File: src/rtl/slot_pkg.sv
// -----------------------------------------------------------------------------
// slot_pkg
// Shared definitions for the slot-machine round sequencer:
//   - state_e     : round FSM states
//   - BET_*       : bet values selectable by the bet switches
//   - bet_code_t  : one-hot bet code {b100,b50,b10,b1}
//   - BAL_W       : width of the bank balance
//   - fold_digit  : maps an LFSR nibble onto a reel digit 0..9
// -----------------------------------------------------------------------------
package slot_pkg;

    localparam int BAL_W = 27;
    localparam int AMT_W = 7;

    localparam logic [AMT_W-1:0] BET_1   = 7'd1;
    localparam logic [AMT_W-1:0] BET_10  = 7'd10;
    localparam logic [AMT_W-1:0] BET_50  = 7'd50;
    localparam logic [AMT_W-1:0] BET_100 = 7'd100;

    // One-hot bet code, bit order {b100, b50, b10, b1}.
    typedef logic [3:0] bet_code_t;

    localparam bet_code_t CODE_NONE = 4'b0000;
    localparam bet_code_t CODE_1    = 4'b0001;
    localparam bet_code_t CODE_10   = 4'b0010;
    localparam bet_code_t CODE_50   = 4'b0100;
    localparam bet_code_t CODE_100  = 4'b1000;

    typedef enum logic [2:0] {
        ST_IDLE   = 3'd0,
        ST_SPIN   = 3'd1,
        ST_STOP   = 3'd2,
        ST_SETTLE = 3'd3,
        ST_HOLD   = 3'd4
    } state_e;

    // Nibbles 10..15 wrap to 0..5 so every reel shows a decimal digit.
    function automatic logic [3:0] fold_digit(input logic [3:0] nib);
        return (nib >= 4'd10) ? (nib - 4'd10) : nib;
    endfunction

endpackage

File: src/rtl/slot_lfsr16.sv
// -----------------------------------------------------------------------------
// slot_lfsr16
// Free-running 16-bit Fibonacci LFSR, taps 16,14,13,11 (bits 15,13,12,10).
// Advances on every clock; reloads the seed while rst is high.
// Ports:
//   clk  : system clock
//   rst  : synchronous active-high reset, loads seed
//   seed : reset value, must be nonzero
//   q    : current LFSR state
// -----------------------------------------------------------------------------
module slot_lfsr16 (
    input  logic        clk,
    input  logic        rst,
    input  logic [15:0] seed,
    output logic [15:0] q
);

    logic [15:0] q_q;
    logic [15:0] q_d;

    always_comb begin
        q_d = {q_q[14:0], q_q[15] ^ q_q[13] ^ q_q[12] ^ q_q[10]};
    end

    always_ff @(posedge clk) begin
        if (rst) begin
            q_q <= seed;
        end else begin
            q_q <= q_d;
        end
    end

    assign q = q_q;

endmodule

File: src/rtl/slot_round_ctrl.sv
// -----------------------------------------------------------------------------
// slot_round_ctrl
// Round sequencer for the slot machine: accepts a spin, latches the bet,
// spins four reels, stops them one at a time, then emits a one-cycle settle
// strobe carrying the bet code and the win flag, followed by a hold period.
//
// Parameters: SPIN_TICKS, STOP_TICKS, HOLD_TICKS (1..255), LFSR_SEED (nonzero)
// Ports:
//   clk, rst              : clock, synchronous active-high reset
//   tick                  : pacing enable for reel motion and all tick counts
//   btn_spin              : one-cycle spin request
//   b1, b10, b50, b100    : bet switches (priority b100 > b50 > b10 > b1)
//   balance               : bank balance, compared against the decoded bet
//   reel0..reel3          : reel digits 0..9
//   busy                  : high whenever a round is in progress
//   settle                : one-cycle result strobe
//   win                   : all reels equal, valid with settle
//   bet_sel               : one-hot bet code, nonzero only with settle
//   bet_amt               : bet value latched at the last accepted spin
//   reject                : one-cycle pulse for a refused spin request
//
// Build option: define SLOT_ATTRACT_EN to keep the reels animating on every
// tick while IDLE; otherwise reels hold their last values in IDLE.
//
// Request/response: btn_spin is a single-cycle request with no ready; it is
// only looked at in IDLE. The cycle after it either busy rises (accepted) or
// reject pulses for one cycle (refused). Requests outside IDLE are dropped.
// -----------------------------------------------------------------------------
module slot_round_ctrl
    import slot_pkg::*;
#(
    parameter int          SPIN_TICKS = 8,
    parameter int          STOP_TICKS = 2,
    parameter int          HOLD_TICKS = 4,
    parameter logic [15:0] LFSR_SEED  = 16'hACE1
) (
    input  logic             clk,
    input  logic             rst,
    input  logic             tick,
    input  logic             btn_spin,
    input  logic             b1,
    input  logic             b10,
    input  logic             b50,
    input  logic             b100,
    input  logic [BAL_W-1:0] balance,
    output logic [3:0]       reel0,
    output logic [3:0]       reel1,
    output logic [3:0]       reel2,
    output logic [3:0]       reel3,
    output logic             busy,
    output logic             settle,
    output logic             win,
    output logic [3:0]       bet_sel,
    output logic [6:0]       bet_amt,
    output logic             reject
);

    localparam logic [7:0] SPIN_LAST = 8'(SPIN_TICKS - 1);
    localparam logic [7:0] STOP_LAST = 8'(STOP_TICKS - 1);
    localparam logic [7:0] HOLD_LAST = 8'(HOLD_TICKS - 1);

    state_e            state_q, state_d;
    logic [7:0]        tcnt_q, tcnt_d;
    logic [1:0]        stop_idx_q, stop_idx_d;   // next reel to freeze
    logic [3:0][3:0]   reel_q, reel_d;
    bet_code_t         code_q, code_d;
    logic [AMT_W-1:0]  bet_amt_q, bet_amt_d;
    logic              busy_q, busy_d;
    logic              settle_q, settle_d;
    logic              win_q, win_d;
    logic [3:0]        bet_sel_q, bet_sel_d;
    logic              reject_q, reject_d;

    logic [15:0]       lfsr;
    bet_code_t         dec_code;
    logic [AMT_W-1:0]  dec_amt;
    logic              accept_ok;
    logic              freeze_now;

    slot_lfsr16 u_lfsr (
        .clk  (clk),
        .rst  (rst),
        .seed (LFSR_SEED),
        .q    (lfsr)
    );

    // Bet decode with priority b100 > b50 > b10 > b1.
    always_comb begin
        dec_code = CODE_NONE;
        dec_amt  = '0;
        if (b100) begin
            dec_code = CODE_100;
            dec_amt  = BET_100;
        end else if (b50) begin
            dec_code = CODE_50;
            dec_amt  = BET_50;
        end else if (b10) begin
            dec_code = CODE_10;
            dec_amt  = BET_10;
        end else if (b1) begin
            dec_code = CODE_1;
            dec_amt  = BET_1;
        end
    end

    assign accept_ok = (dec_code != CODE_NONE) && (balance >= BAL_W'(dec_amt));

    // Entering STOP preloads the counter with STOP_LAST so the very first
    // tick in STOP freezes reel0; later freezes are STOP_TICKS ticks apart.
    assign freeze_now = (state_q == ST_STOP) && tick && (tcnt_q == STOP_LAST);

    // ---------------------------------------------------------------- state reg
    always_ff @(posedge clk) begin
        if (rst) begin
            state_q    <= ST_IDLE;
            tcnt_q     <= '0;
            stop_idx_q <= '0;
            reel_q     <= '0;
            code_q     <= CODE_NONE;
            bet_amt_q  <= '0;
            busy_q     <= 1'b0;
            settle_q   <= 1'b0;
            win_q      <= 1'b0;
            bet_sel_q  <= '0;
            reject_q   <= 1'b0;
        end else begin
            state_q    <= state_d;
            tcnt_q     <= tcnt_d;
            stop_idx_q <= stop_idx_d;
            reel_q     <= reel_d;
            code_q     <= code_d;
            bet_amt_q  <= bet_amt_d;
            busy_q     <= busy_d;
            settle_q   <= settle_d;
            win_q      <= win_d;
            bet_sel_q  <= bet_sel_d;
            reject_q   <= reject_d;
        end
    end

    // --------------------------------------------------------------- next state
    always_comb begin
        state_d    = state_q;
        tcnt_d     = tcnt_q;
        stop_idx_d = stop_idx_q;
        code_d     = code_q;
        bet_amt_d  = bet_amt_q;
        case (state_q)
            ST_IDLE: begin
                // A tick in the acceptance cycle is not counted: tcnt starts at 0.
                if (btn_spin && accept_ok) begin
                    state_d    = ST_SPIN;
                    tcnt_d     = '0;
                    stop_idx_d = '0;
                    code_d     = dec_code;
                    bet_amt_d  = dec_amt;
                end
            end
            ST_SPIN: begin
                if (tick) begin
                    if (tcnt_q == SPIN_LAST) begin
                        state_d = ST_STOP;
                        tcnt_d  = STOP_LAST;
                    end else begin
                        tcnt_d = tcnt_q + 8'd1;
                    end
                end
            end
            ST_STOP: begin
                if (tick) begin
                    if (freeze_now) begin
                        tcnt_d     = '0;
                        stop_idx_d = stop_idx_q + 2'd1;
                        if (stop_idx_q == 2'd3) begin
                            state_d = ST_SETTLE;
                        end
                    end else begin
                        tcnt_d = tcnt_q + 8'd1;
                    end
                end
            end
            ST_SETTLE: begin
                state_d = ST_HOLD;
                tcnt_d  = '0;
            end
            ST_HOLD: begin
                if (tick) begin
                    if (tcnt_q == HOLD_LAST) begin
                        state_d = ST_IDLE;
                    end else begin
                        tcnt_d = tcnt_q + 8'd1;
                    end
                end
            end
            default: begin
                state_d = ST_IDLE;
            end
        endcase
    end

    // ------------------------------------------------------------------ outputs
    always_comb begin
        reel_d = reel_q;
        for (int i = 0; i < 4; i++) begin
            case (state_q)
                ST_IDLE: begin
`ifdef SLOT_ATTRACT_EN
                    if (tick) begin
                        reel_d[i] = fold_digit(lfsr[4*i +: 4]);
                    end
`endif
                end
                ST_SPIN: begin
                    if (tick) begin
                        reel_d[i] = fold_digit(lfsr[4*i +: 4]);
                    end
                end
                ST_STOP: begin
                    // Reels above the stop index still spin; the indexed reel
                    // spins too unless this tick is the one that freezes it.
                    if (tick && ((int'(stop_idx_q) < i) ||
                                 ((int'(stop_idx_q) == i) && !freeze_now))) begin
                        reel_d[i] = fold_digit(lfsr[4*i +: 4]);
                    end
                end
                default: begin
                end
            endcase
        end

        busy_d    = (state_d != ST_IDLE);
        settle_d  = (state_d == ST_SETTLE);
        win_d     = settle_d && (reel_d[0] == reel_d[1]) &&
                    (reel_d[1] == reel_d[2]) && (reel_d[2] == reel_d[3]);
        bet_sel_d = settle_d ? code_d : CODE_NONE;
        reject_d  = (state_q == ST_IDLE) && btn_spin && !accept_ok;
    end

    assign reel0   = reel_q[0];
    assign reel1   = reel_q[1];
    assign reel2   = reel_q[2];
    assign reel3   = reel_q[3];
    assign busy    = busy_q;
    assign settle  = settle_q;
    assign win     = win_q;
    assign bet_sel = bet_sel_q;
    assign bet_amt = bet_amt_q;
    assign reject  = reject_q;

endmodule

File: config.mk
export PLATFORM = sky130hd
export DESIGN_NAME = slot_round_ctrl
export DESIGN_NICKNAME = d
export VERILOG_FILES = /design/src/rtl/slot_pkg.sv /design/src/rtl/slot_lfsr16.sv /design/src/rtl/slot_round_ctrl.sv
export SDC_FILE = /design/constraint.sdc
export NUM_CORES = 1
export LEC_CHECK = 0
export CORE_MARGIN = 3
export CORE_UTILIZATION = 52
export CTS_CLUSTER_SIZE = 12
export DETAILED_ROUTE_END_ITERATION = 8
export PLACE_DENSITY = 0.93
export RECOVER_POWER = 25
export SLEW_MARGIN = 20
export SYNTH_ARGS = -nofsm -noshare
export SYNTH_HDL_FRONTEND = slang
export SYNTH_SLANG_ARGS = --single-unit
File: constraint.sdc
create_clock -name clk -period 3.9 [get_ports clk]
set_input_delay 0.975 -clock clk [delete_from_list [all_inputs] [get_ports clk]]
set_output_delay 0.975 -clock clk [all_outputs]
set_load 0.02 [all_outputs]
# Yosys cells after proc, flatten, opt, wreduce, memory -nomap -nowiden
# Index checks and enable logic that the tools add are counted.
[word_totals] in_bits=35 reg_bits=64 elab_cells=133 output_inout_bits=31
[classes] n_reduce_logical=32 n_addsub=6 n_mux=47 magnitude_cmp=8 bitwise=4 eq_ne=21
[op_table] op="two-way mux 4 bit" n=16
[op_table] op="two-way mux 8 bit" n=7
[op_table] op="case mux 8 bit (5 select lines)" n=1
[op_table] op="case mux 4 bit (2 select lines)" n=4
[op_table] op="greater-or-equal comparator 27 x 7 -> 1 bit" n=1
[op_table] op="two-way mux 3 bit" n=9
[op_table] op="logical AND 1 bit" n=17
[op_table] op="greater-or-equal comparator 4 bit (second input constant)" n=4
[op_table] op="subtractor 4 bit (second input constant)" n=4
[op_table] op="case mux 3 bit (5 select lines)" n=1
[op_table] op="== test 4 bit" n=3
[op_table] op="inequality test 2 bit (second input constant)" n=6
[op_table] op="== test 3 x 2 -> 1 bit (second input constant)" n=3
[op_table] op="adder 8 x 1 -> 8 bit (second input constant)" n=1
[op_table] op="== test 8 x 1 -> 1 bit (second input constant)" n=1
[op_table] op="== test 8 x 2 -> 1 bit (second input constant)" n=1
[op_table] op="== test 8 x 3 -> 1 bit (second input constant)" n=1
[op_table] op="two-way mux 2 bit" n=4
[op_table] op="two-way mux 7 bit" n=1
[op_table] op="== test 2 bit (second input constant)" n=3
[op_table] op="two-way mux 6 bit" n=1
[op_table] op="AND reduction 6 bit" n=1
[op_table] op="nonzero test 5 bit" n=1
[op_table] op="less-than comparator 2 bit (second input constant)" n=2
[op_table] op="other kinds (19)" n=25

# Longest topological paths before layout
# Gate-level depths: netlist (run 1).
[depth] ltp_word=13 depth_mapped=11 mapped_depth_nobuf=10

# Cells and area by module
# From an unflattened synthesis (run 1), not the netlist that was laid out.
[unflattened] cells_unflattened=387 area_unflattened_um2=3483.3
[modules_own_cells] module="slot_round_ctrl" area_each_um2=2897.8 seq_area_each_um2=940.9 instances=1 cells_each=349
[modules_own_cells] module="slot_lfsr16" area_each_um2=585.6 seq_area_each_um2=320.3 instances=1 cells_each=38

# Least setup slack after synthesis (run 1)
# Ideal clock, no wire load.
[synth_path] kind="in2reg" startpoint="input balance[8]" endpoint="register busy_q, in the netlist busy" setup_time_ps=132 cell_stages=7 t_required_ps=3768 path_buffers=1 path_slack_ps=870 arrival_ps=2898 cell_sequence="or4_1 > a2111oi_0 > o21ai_1 > o31a_2 > clkbuf_1 > nor3_1 > a21oi_1"
[synth_via] elab_chain_cells=6
[synth_lines] element="start: declaration" line_no="slot_round_ctrl.sv:45" rtl="input logic [BAL_W-1:0] balance,"
[synth_lines] element="greater-or-equal comparator 27 x 7 -> 1 bit" line_no="slot_round_ctrl.sv:106" rtl="assign accept_ok = (dec_code != CODE_NONE) && (balance >= BAL_W'(dec_amt));"
[synth_lines] element="logical AND 1 bit" line_no="slot_round_ctrl.sv:106"
[synth_lines] element="logical AND 1 bit" line_no="slot_round_ctrl.sv:151" rtl="if (btn_spin && accept_ok) begin"
[synth_lines] element="two-way mux 3 bit" line_no="slot_round_ctrl.sv:151"
[synth_lines] element="case mux 3 bit (5 select lines)" line_no="slot_round_ctrl.sv:148" rtl="case (state_q)"
[synth_lines] element="nonzero test 3 bit" line_no="slot_round_ctrl.sv:231" rtl="busy_d = (state_d != ST_IDLE);"
[synth_lines] element="end signal: assignment" line_no="slot_round_ctrl.sv:133" rtl="busy_q <= busy_d;"
[synth_lines] element="end: declaration" line_no="slot_round_ctrl.sv:68" rtl="logic busy_q, busy_d;"
# No other way between the ends.
# A chain may end at the register's enable or synchronous reset.

# Worst setup path in the final report (run 1)
[layout_path] startpoint="input b100" endpoint="register code_q[1]"
[layout_via] elab_chain_cells=6 elab_cells_between_ends=8 cone_classes="1 x order compare; 4 x mux; 3 x reduce/logical"
[layout_lines] element="start: declaration" line_no="slot_round_ctrl.sv:44" rtl="input logic b100,"
[layout_lines] element="two-way mux 7 bit / two-way mux 4 bit (equally long branches)" line_no="slot_round_ctrl.sv:91" rtl="if (b100) begin"
[layout_lines] element="greater-or-equal comparator 27 x 7 -> 1 bit / nonzero test 4 bit (equally long branches)" line_no="slot_round_ctrl.sv:106"
[layout_lines] element="logical AND 1 bit" line_no="slot_round_ctrl.sv:106"
[layout_lines] element="logical AND 1 bit" line_no="slot_round_ctrl.sv:151"
[layout_lines] element="two-way mux 4 bit *" line_no="slot_round_ctrl.sv:151"
[layout_lines] element="two-way mux 4 bit *" line_no="slot_round_ctrl.sv:148"
[layout_lines] element="end signal: assignment" line_no="slot_round_ctrl.sv:131" rtl="code_q <= code_d;"
[layout_lines] element="end: declaration" line_no="slot_round_ctrl.sv:66" rtl="bet_code_t code_q, code_d;"
# Mark *: on every way between the ends. The rest lies on a longest branch, timed or not.

==> results of run 1 <==
[report_power, final]
part	switching (mW)	internal, mW	leakage [nW]
registers	0.0214	0.669	0.515
clock network	0.271	0.294	0.0916
logic	0.137	0.121	1.02
[critical path, delay by kind of cell]
family / cells / cell delay, ns
mux: 1 / 0.26
compound gates: 5 / 0.95
simple gates: 2 / 0.20
fa+ha+maj: 1 / 0.32
buf+inv: 3 / 0.96
[kinds of logic (layout without fill, tap and decap cells)]
group	count (synthesis)	after routing
AOI/OAI and AO/OA	83	83
xor gates and xnor gates	3	3
adders and majority gates	17	17
buffers and inverters	36	108
DFF	63	63
muxes	19	19
and+or+nand+nor	148	148
[sequential cells by signal (all words and copies together), names as in the netlist]
signal      flops
settle          1
busy            1
reel0           4
stop_idx_q      2
win             1
reel2           4
code_q          4
u_lfsr.q       16
tcnt_q          8
bet_sel         4
reel3           4
reel1           4
state_q         3
reject          1
bet_amt         6
[Yosys cell counts (6+ instances only)]
library cell  count  share of area, %
o21ai_1           6              0.92
nor4_1            7               1.3
and2_1            7               1.3
o21ai_0          14               2.1
clkbuf_1          9               1.0
nand3_1          12               1.8
nor2_1           46               5.3
inv_1            20               2.3
nand2_1          18               2.1
dfxtp_1          63                39
nor2b_1          10               1.9
ha_1             17               6.5
nor3_1           14               2.1
mux2i_1          15               4.6
a21oi_1          21               3.2
o22ai_1           6               1.1
[routing by layer]
metal | vias up | track usage, %
li1 | 1470 | -
met4 | 0 | 10.50
met5 | - | 0
met3 | 19 | 4.951
met2 | 136 | 40.54
met1 | 1464 | 30.44
[area by class of cell]
cell class | instances | area [sq um] | share of cell area [%]
clock buffers | 9 | 123.9 | 2.972
clock inverters | 7 | 71.32 | 1.711
inverters | 21 | 78.83 | 1.891
multi-input cells | 270 | 1851 | 44.40
flip-flops and latches | 63 | 1261 | 30.26
well taps | 75 | 93.84 | 2.252
repair buffers | 71 | 688.2 | 16.51
[worst paths after layout]
kind | startpoint | end | slack, ns | cells after the start
setup / recovery | b100 | code_q[1]$_SDFF_PP0_ | 0.38 | 12
setup reg to reg | tcnt_q[0]$_SDFFE_PP0P_ | win$_SDFF_PP0_ | 1.14 | 8
hold reg to reg | u_lfsr.q[8]$_SDFF_PP0_ | u_lfsr.q[9]$_SDFF_PP0_ | 0.47 | 1
hold / removal | u_lfsr.q[8]$_SDFF_PP0_ | u_lfsr.q[9]$_SDFF_PP0_ | 0.47 | 1
[metrics by stage]
stage / cell area, sq um / std cells / utilization (%) / setup WS, ns
final: 4168 / 516 / 69.57 / 0.3841
after global routing: 4168 / 516 / 69.57 / 0.1490
after CTS: 4175 / 516 / 69.70 / 0.4852
after detailed placement: 3980 / 500 / 66.44 / 0.1303
after global placement: 3980 / 500 / 66.44 / 0.2458
after floorplan: 3272 / 369 / - / 0.8697
==> out/metrics.csv, run 1 <==
metric,value,unit
outcome,"finished, violations left",
violations,"capacitance limit, slew limit",
finalCritPeriodShare,90.15,%
critPathMostFrequentCell,o21ai_0,
cts_inserted_buffers,9,
syn_to_final_growth,27.38,%
synth-edff-count,0,
postSynthCellCount,369,
rows,28,
fin_hold_ws,0.4723,ns
rsz0062_at_grt,no,
cts-root-buf,clkbuf_8,
n_fill_cell,433,
antenna_found_initial,0,
synth-xor-area-share,0.8031,%
nets,488,
die-area,0.007280,sq mm
critPathCaptureType,register,
finalHoldViolCount,0,
ys_warn_count,0,
clk_pin_slew,0.07,ns
antenna_cells,0,
hold_path.class,register to register,
postCtsResizedCells,0,
routed_wl,8592,microns
crit_slowest_cell,clkdlybuf4s50_1,
synth_cell_types,66,
synth_compound_area_share,18.81,%
syn-num-nets,421,
setup_tns,0,ns
pin_count,66,
cp-start-kind,input pin,
critical_path.max_fanout,13,
seq_area_frac_synth,38.55,%
cts_hold_buf,0,
drc,0,
core-area,0.005991,sq mm
dpl.hpwl,6297,microns
grt_pass1_vias,2987,
wl_met1,3606,microns
die_width,85.32,microns
cpPeakStageDelay,0.53,ns
leakagePower,1.630,nW
synthMuxAreaShare,6.042,%
clock_skew,0.007363,ns
clk_path_buf_depth,2,
route.met3.wl,499,microns
drt_iter0_drc,282,
synth_top_family_by_area,simple AND/OR/NAND/NOR gates,
ant_nets,0,
p_total,1.515,mW
synth_async_sr_flop_share,0,%
start_util,54.62,%
worst-setup-path-type,input pin to register,
relSlewSlack,-24.82,%
overflow,0,
crit_chain,clkdlybuf4s50_1 > inv_1 > o21ai_0 > ha_1 > nor2b_1 > o21a_1 > o21ai_0 > a21oi_1 > o31a_2 > buf_4 > mux2i_1 > nor2_1,
dr.pass1.iters,5,
port_buffers,65,
p_per_area,363.4,mW/mm^2
synth_area,0.003272,sq mm
postCtsSetupBuffers,0,
die-height,85.32,microns
grt_pass1_wl,14150,microns
finalCriticalPeriod,3.516,ns
critPathArrivalTime,3.68,ns
grt_use_total,24.34,%
grt_max_degree,44,
highest_layer,met4,
setup_viol,0,
synthAdderAreaFrac,6.501,%
worstMarginPinSlew,1.872,ns
htreeDepth,3,
clock-sinks,63,
max_freq,0.2844,GHz
clk_latency,0.35,ns
vdd.ir_drop.worst,0.3239,mV
synthSimpleGateAreaFrac,24.40,%
syn_area_per_cell,8.867,sq um
cts_tree,done,
routabilityCongestion,0.8752,
drv_cap,1,
ys_ff_latch,63,
drv_slew,44,
wl_met2,4290,microns
vias_per_cell,5.986,
dominantRegCellSynth,dfxtp_1,
most-common-layout-cells,"dfxtp_1, clkdlybuf4s50_1, nor2_1",
cp_data_required_time,4.06,ns
post_drt_wl_per_cell,16.65,microns
drive_above_1_share,10.88,%
vias,3089,
Power figures use the tool's default switching activity.
==> inputs of run 2 (changes only) <==
--- a/config.mk
+++ b/config.mk
@@ -5,6 +5,7 @@
 export SDC_FILE = /design/constraint.sdc
 export NUM_CORES = 1
 export LEC_CHECK = 0
+export CORE_ASPECT_RATIO = 0.7
 export CORE_MARGIN = 3
 export CORE_UTILIZATION = 52
 export CTS_CLUSTER_SIZE = 12
==> run 2 against run 1 <==
The flow now finishes without violations. Count of clock-buffer cells in the layout rose by 2. Sequential cell count did not move. Critical path depth did not move. Clock skew rose by 0.0016 ns. Utilization rose by 1.4 points. Worst setup slack got worse by 0.045 ns. Wire length rose by 11%. Largest cell class unchanged. Highest routed layer unchanged.
==> out/metrics.csv, run 2 (synthesized netlist as in run 1, its figures left out) <==
metric,value,unit,change
p_per_area,380.2,mW/mm^2,was 363.4 mW/mm^2
rsz0062_at_grt,no,,unchanged
grt_use_total,26.75,%,was 24.34%
largest_reg_flops,16,,unchanged
finalCriticalPeriod,3.561,ns,was 3.516 ns
fin_ws,0.3392,ns,was 0.3841 ns
finalCritPeriodShare,91.30,%,was 90.15%
cts_tree,done,,unchanged
cts_hold_buf,0,,unchanged
postCtsSetupBuffers,0,,unchanged
max_freq,0.2808,GHz,was 0.2844 GHz
grt_pass1_wl,15330,microns,was 14150 microns
grt_pass1_vias,3107,,was 2987
hold_path.class,register to register,,unchanged
routed_wl,9512,microns,was 8592 microns
port_buffers,65,,unchanged
grt_max_degree,28,,was 44
post_drt_wl_per_cell,18.40,microns,was 16.65 microns
clk_pin_slew,0.07,ns,about the same
layout_commonest_cell,dfxtp_1,,
start_util,55.46,%,was 54.62%
placed_cell_area,0.003988,sq mm,was 0.003980 sq mm
core-area,0.005899,sq mm,was 0.005991 sq mm
htreeDepth,3,,unchanged
setup_viol,0,,unchanged
outcome,"complete, no violations",,"was finished, violations left"
drc,0,,unchanged
cp_data_required_time,4.10,ns,was 4.06 ns
crit_slowest_cell,clkdlybuf4s50_1,,unchanged
drt_iter0_drc,390,,was 282
pin_count,66,,unchanged
vdd.ir_drop.worst,0.3096,mV,was 0.3239 mV
leakagePower,1.651,nW,was 1.630 nW
antenna_found_initial,0,,unchanged
rows,23,,was 28
rr_worst_depth,8,,unchanged
crit_chain,clkdlybuf4s50_1 > inv_1 > o21ai_0 > ha_1 > nor2b_1 > o21a_1 > o21ai_0 > a21oi_1 > o31a_2 > buf_4 > mux2i_1 > nor2_1,,unchanged
finalHoldViolCount,0,,unchanged
die_width,100.8,microns,was 85.32 microns
routabilityCongestion,0.9176,,was 0.8752
syn_to_final_growth,27.92,%,was 27.38%
nets,489,,was 488
worst-setup-path-type,input pin to register,,unchanged
drv_cap,0,,was 1
n_fill_cell,406,,was 433
relSlewSlack,14.77,%,was -24.82%
drv_slew,0,,was 44
stdcell_area,0.004185,sq mm,was 0.004168 sq mm
vias,3176,,was 3089
die-area,0.007295,sq mm,was 0.007280 sq mm
ant_nets,0,,unchanged
critPathMostFrequentCell,o21ai_0,,unchanged
critPathCaptureType,register,,unchanged
dr.pass1.iters,5,,unchanged
cts_inserted_buffers,9,,unchanged
cts-root-buf,clkbuf_8,,unchanged
die-height,72.37,microns,was 85.32 microns
cpPeakStageDelay,0.53,ns,about the same
dpl.hpwl,6706,microns,was 6297 microns
dp_slack,0.08386,ns,was 0.1303 ns
critical_path.max_fanout,14,,was 13
critPathArrivalTime,3.76,ns,was 3.68 ns
setup_tns,0,ns,unchanged
clk_path_buf_depth,2,,unchanged
cp-start-kind,input pin,,unchanged
fin_util,70.94,%,was 69.57%
hold_path_depth,1,,unchanged
antenna_cells,0,,unchanged
clk_latency,0.35,ns,about the same
most-common-layout-cells,"dfxtp_1, clkdlybuf4s50_1, nor2_1",,unchanged
clock-sinks,63,,unchanged
vias_per_cell,6.143,,was 5.986
postCtsResizedCells,0,,unchanged
worstMarginPinSlew,1.278,ns,was 1.872 ns
overflow,0,,unchanged
drive_above_1_share,10.63,%,was 10.88%
clock_skew,0.008928,ns,was 0.007363 ns
run 2: worst max-delay path: cells and delay by family:
kind | cells | cell delay [ns]
AO/OA/AOI/OAI | 5 | 1.00
multiplexers | 1 | 0.28
adder cells (fa/ha/maj) | 1 | 0.31
AND/OR/NAND/NOR | 2 | 0.22
buffers and inverters | 3 | 0.95
run 2: area by class of cell:
| type | instances | area, sq um | share of cell area (%) |
|---|---|---|---|
| tap | 75 | 93.84 | 2.242 |
| clock buffer | 11 | 141.4 | 3.378 |
| multi-input combinational | 270 | 1833 | 43.80 |
| sequential | 63 | 1261 | 30.13 |
| clock inverter | 5 | 81.33 | 1.943 |
| timing repair buffer | 72 | 695.7 | 16.62 |
| inverter | 21 | 78.83 | 1.883 |
run 2: path summary, 6_finish.rpt:
path / slack [ns] / startpoint / to
max: 0.34 / b100 / code_q[0]$_SDFF_PP0_
min: 0.47 / u_lfsr.q[4]$_SDFF_PP0_ / u_lfsr.q[5]$_SDFF_PP1_
max reg2reg: 0.66 / tcnt_q[0]$_SDFFE_PP0P_ / win$_SDFF_PP0_
min reg2reg: 0.47 / u_lfsr.q[4]$_SDFF_PP0_ / u_lfsr.q[5]$_SDFF_PP1_
run 2: where the power goes:
part           internal, mW  switching, mW  total [mW]
clock network         0.377          0.260       0.637
registers             0.669         0.0216       0.691
logic                 0.120          0.143       0.263
total                  1.17          0.424        1.59
run 2: through the flow:
step	instances	power [mW]	hold slack, ns
detailed placement	501	0.9601	0.4377
global placement	501	0.9487	0.4333
global route	517	1.645	0.4774
finish	517	1.591	0.4698
floorplan	369	0.8582	0.4163
CTS	517	1.592	0.4666
run 2: routing by layer:
metal / vias up / routed length (microns) / global-route usage, %
met4: 0 / 200 / 5.979
met3: 32 / 823 / 8.934
met1: 1476 / 4048 / 34.29
met5: - / 0 / 0
li1: 1479 / - / -
met2: 189 / 4439 / 43.98
